==> config.mk <==
export PLATFORM = sky130hd
export DESIGN_NAME = uart_tx_fifo_reader
export DESIGN_NICKNAME = d
export VERILOG_FILES = /design/src/rtl/uart_tx_fifo_reader.sv
export SDC_FILE = /design/constraint.sdc
export NUM_CORES = 1
export LEC_CHECK = 0
export ABC_AREA = 1
export BUFFER_PORTS_ARGS = -buffer_cell sky130_fd_sc_hd__buf_2
export CAP_MARGIN = 0
export CORE_ASPECT_RATIO = 0.7
export CORE_MARGIN = 2
export CORE_UTILIZATION = 40
export CTS_CLUSTER_DIAMETER = 120
export DETAILED_ROUTE_END_ITERATION = 16
export HOLD_SLACK_MARGIN = 0.12
export PLACE_DENSITY = 0.6
export SYNTH_ARGS = -nofsm -noshare
export SYNTH_HDL_FRONTEND = slang
export SYNTH_SLANG_ARGS = --single-unit
==> constraint.sdc <==
create_clock -name rclk -period 1.3 [get_ports rclk]
set_input_delay 0.13 -clock rclk [delete_from_list [all_inputs] [get_ports rclk]]
set_output_delay 0.13 -clock rclk [all_outputs]
set_load 0.02 [all_outputs]
==> src/rtl/uart_tx_fifo_reader.sv <==
// uart_tx_fifo_reader
// Pops words from a FIFO read port and sends each one as an 8N1-style UART
// frame (start, DSIZE data bits LSB first, optional even parity, stop).
// Back-to-back words go out with no idle gap between frames.

module uart_tx_fifo_reader #(
    parameter int DSIZE        = 8,
    parameter int CLKS_PER_BIT = 16,
    parameter bit PARITY_EN    = 1'b0
) (
    input  logic             rclk,
    input  logic             rrst_n,
    input  logic [DSIZE-1:0] rdata,
    input  logic             rempty,
    output logic             rinc,
    output logic             txd,
    output logic             busy
);

    // CLKS_PER_BIT >= 2, so the baud counter is always at least one bit wide.
    localparam int BAUD_W = $clog2(CLKS_PER_BIT);
    localparam int BIT_W  = (DSIZE > 1) ? $clog2(DSIZE) : 1;

    localparam logic [BAUD_W-1:0] BAUD_LAST = BAUD_W'(CLKS_PER_BIT - 1);
    localparam logic [BIT_W-1:0]  BIT_LAST  = BIT_W'(DSIZE - 1);

    typedef enum logic [2:0] {
        IDLE,
        START,
        DATA,
        PARITY,
        STOP
    } state_t;

    state_t             state;
    logic [BAUD_W-1:0]  baud_cnt;
    logic [BIT_W-1:0]   bit_cnt;
    logic [DSIZE-1:0]   shift_reg;
    logic [DSIZE-1:0]   shift_next;
    logic               parity_bit;
    logic               baud_wrap;

    assign baud_wrap  = (baud_cnt == BAUD_LAST);
    assign shift_next = shift_reg >> 1;

    // Pop strobe: take a word when idle, or on the final stop-bit cycle so
    // the next frame starts without a gap. Gated by reset and FIFO empty.
    assign rinc = rrst_n & ~rempty &
                  ((state == IDLE) | ((state == STOP) & baud_wrap));

    // Frame sequencer: state, bit timing, shift register and registered line outputs.
    always_ff @(posedge rclk) begin
        if (!rrst_n) begin
            // NOTE: non-blocking assignments keep every register in this block
            // sampling pre-edge values, so ordering of statements does not matter.
            state      <= IDLE;
            baud_cnt   <= '0;
            bit_cnt    <= '0;
            // NOTE: the shift register is plain flops (not a memory), so it is
            // cleared with the rest to keep post-reset state fully defined.
            shift_reg  <= '0;
            parity_bit <= 1'b0;
            txd        <= 1'b1;
            busy       <= 1'b0;
        end else if (rinc) begin
            // Pop edge: capture the word and put the start bit on the line next cycle.
            state      <= START;
            baud_cnt   <= '0;
            bit_cnt    <= '0;
            shift_reg  <= rdata;
            parity_bit <= ^rdata;
            txd        <= 1'b0;
            busy       <= 1'b1;
        end else begin
            if (state != IDLE) begin
                baud_cnt <= baud_wrap ? '0 : baud_cnt + 1'b1;
            end

            if (baud_wrap) begin
                case (state)
                    START: begin
                        state <= DATA;
                        txd   <= shift_reg[0];
                    end
                    DATA: begin
                        shift_reg <= shift_next;
                        if (bit_cnt == BIT_LAST) begin
                            bit_cnt <= '0;
                            if (PARITY_EN) begin
                                state <= PARITY;
                                txd   <= parity_bit;
                            end else begin
                                state <= STOP;
                                txd   <= 1'b1;
                            end
                        end else begin
                            bit_cnt <= bit_cnt + 1'b1;
                            txd     <= shift_next[0];
                        end
                    end
                    PARITY: begin
                        state <= STOP;
                        txd   <= 1'b1;
                    end
                    STOP: begin
                        // Reached only when nothing is waiting; otherwise rinc wins above.
                        state <= IDLE;
                        txd   <= 1'b1;
                        busy  <= 1'b0;
                    end
                    default: begin
                        state <= IDLE;
                        txd   <= 1'b1;
                        busy  <= 1'b0;
                    end
                endcase
            end
        end
    end

endmodule

==> results.sh <==
export IMPL_rows=15
export IMPL_synth_seq_cells=20
export IMPL_path_cells="ha_4 -> nand3_4 -> nand2_4 -> nand2_8 -> inv_4 -> buf_6"
export IMPL_antenna_found_initial=0
export IMPL_finalInstanceArea_um2=1506
export IMPL_finalClockSkew_ps=3.005
export IMPL_cts_tree="done"
export IMPL_outcome="finished with violations"
export IMPL_fmax_mhz=746.5
export IMPL_clk_path_buf_depth=2
export IMPL_violations="setup timing"
export IMPL_max_slew_margin_rel_pct=75.15
export IMPL_firstDrtPassIters=5
export IMPL_synth_common_cells="35 x nand2_1, 20 x dfxtp_1, 17 x a21oi_1"
export IMPL_synth_net_count=153
export IMPL_synthFlopType="dfxtp_1"
export IMPL_final_min_clock_period_ps=1340
export IMPL_cts_htree_levels=1
export IMPL_grt_pass1_wl_um=4588
export IMPL_synth_area_leaders="dfxtp_1 37%, nand2_1 12%, nand3_2 8.4%"
export IMPL_multi_input_area_um2=726.9
export IMPL_powerDensity_nw_per_um2=921.8
export IMPL_synth_top_cell_by_area="dfxtp_1"
export IMPL_start_util_pct=42.89
export IMPL_maxCapViolCount=0
export IMPL_wl_per_cell_um=13.10
export IMPL_critPathRequiredTime_ps=1170
export IMPL_timing_final_ws_setup_ps=-39.61
export IMPL_setup_viol=4
export IMPL_stdcell_count=208
export IMPL_core_area_um2=2515
export IMPL_clockRootBuffer="clkbuf_8"
export IMPL_netlist_area_um2=1079
export IMPL_via_per_inst=4.986
export IMPL_cp_top_family="flip-flops"
export IMPL_seq_area_frac_synth_pct=37.12
export IMPL_gp_congestion=0.8180
export IMPL_worst_slew_pin_transition_ps=372.4
export IMPL_grt_overflow=0
export IMPL_worstPathMaxFanout=4
export IMPL_antenna_left=0
export IMPL_leakagePower_nw=0.6342
export IMPL_port_buffers=13
export IMPL_timing_final_crit_share_pct=103.0
export IMPL_num_io_pins=14
export IMPL_clk_latency_ps=260
export IMPL_rsz0062_at_grt="yes"
export IMPL_drt_initial_drc_count=65
export IMPL_yosys_warnings=0
export IMPL_slowest_stage="dfxtp_2"
export IMPL_fin_tns_setup_ps=-74.53
export IMPL_seq_area_um2=405.4
export IMPL_ir_worst_vdd_v=0.0007374
export IMPL_area_delta_synth_final_pct=39.67
export IMPL_nets=189
export IMPL_first_global_vias=982
export IMPL_die_x_um=66.07
export IMPL_vias=1037
export IMPL_critPathBufInv=2
export IMPL_clk_pin_slew_ps=70
export IMPL_drc=0
export IMPL_hpwlAfterDp_um=1888
export IMPL_crit_arrival_ps=1210
export IMPL_clkSinkCount=20
export IMPL_yosysMostFrequentCell="nand2_1"
export IMPL_start_kind="flip-flop"
export IMPL_netlist_instances=139
export IMPL_yosysUniqueCellTypes=24
export IMPL_die_y_um=47.45
export IMPL_maxSlewViolCount=0
export IMPL_wirelength_um=2725
export IMPL_synth_edff_count=0
export IMPL_fillers=227
export IMPL_largest_reg_flops=8
export IMPL_synthArstFlopShare_pct=0
export IMPL_drive_above_1_share_pct=43.10
export IMPL_critPathKind="flip-flop to output port"
export IMPL_dp_cells=197
export IMPL_grt_use_total_pct=20.33
export IMPL_diodes=0
export IMPL_end_kind="output port"
export IMPL_avgSynthCellArea_um2=7.759
export IMPL_hold_path_class="input port to flip-flop"
export IMPL_die_area_um2=3134
export IMPL_cpPeakStageDelay_ps=350
export IMPL_dpl_cell_area_um2=1277
export IMPL_hold_viol_final=0
export IMPL_synth_top_area_share_pct=37.12
export IMPL_cts_buffers_inserted=3
export IMPL_grt_max_degree=13
## final timing paths
path         slack [ps]           end  cells after the start   startpoint
max                 -40          rinc                      6  baud_cnt[1]
min                 130  shift_reg[7]                      3     rdata[7]
max reg2reg         -20  shift_reg[3]                      8  baud_cnt[1]
min reg2reg         470          busy                      2         busy
## layout make-up
type | count | area share (%)
inverter | 11 | 2.907
tap | 34 | 2.824
multi-input combinational | 106 | 48.26
clock buffer | 4 | 3.654
timing repair buffer | 33 | 15.45
sequential | 20 | 26.91
## tightest hold or removal path, stage by stage
cell and delay (ps):
buf_2 100, nand2_1 50, a21oi_1 60
## report_power, final
part / internal, mW / total, mW / switching (mW)
Sequential: 0.644 / 0.667 / 0.0231
Combinational: 0.108 / 0.238 / 0.130
Clock: 0.270 / 0.483 / 0.213
## cells in the final DEF, fill, tap and decap left out, drive strengths merged
cell	count
a21oi	17
buf	33
clkbuf	4
dfxtp	20
ha	3
inv	11
nand2	40
nand3	21
nand3b	7
nand4	2
nor2	10
nor3b	1
o21a	1
o21ai	2
o31ai	1
or2	1
## per-layer routing
metal  GRT usage [%]  vias to the layer above  share of wire (%)
met3           6.353                        5                4.6
met1           27.52                      479                 49
met2           31.92                       18                 45
met5               0                        -                  0
met4           6.122                        0               0.99
li1                -                      535                  -
## per-stage QoR
stage	setup slack (ps)	hold slack, ps	utilization (%)	power, mW
5_1_grt	-106.1	133.8	59.90	1.467
2_1_floorplan	-16.41	198.7	-	0.8107
3_3_place_gp	-83.00	388.0	50.80	0.8688
6_report	-39.61	126.6	59.90	1.389
3_5_place_dp	-99.68	403.4	50.80	0.8755
4_1_cts	-59.73	122.4	58.26	1.384
## what timing repair did
item                                    in CTS  in global routing
resized for setup                           20                  7
endpoints found under the setup margin      19                 17
endpoints found under the hold margin        0                  0
hold buffers                                 0                  0
setup buffers                                5                  2
pin swaps                                    7                  3
## kinds of logic after synthesis
kind of cell	count (synthesis)	share of synthesized area, %
buf+inv	13	5.569
flops	20	37.12
compound gates	21	10.21
simple gates	82	43.62
fa+ha+maj	3	3.481
No activity file was read; power rests on OpenSTA's default activity.
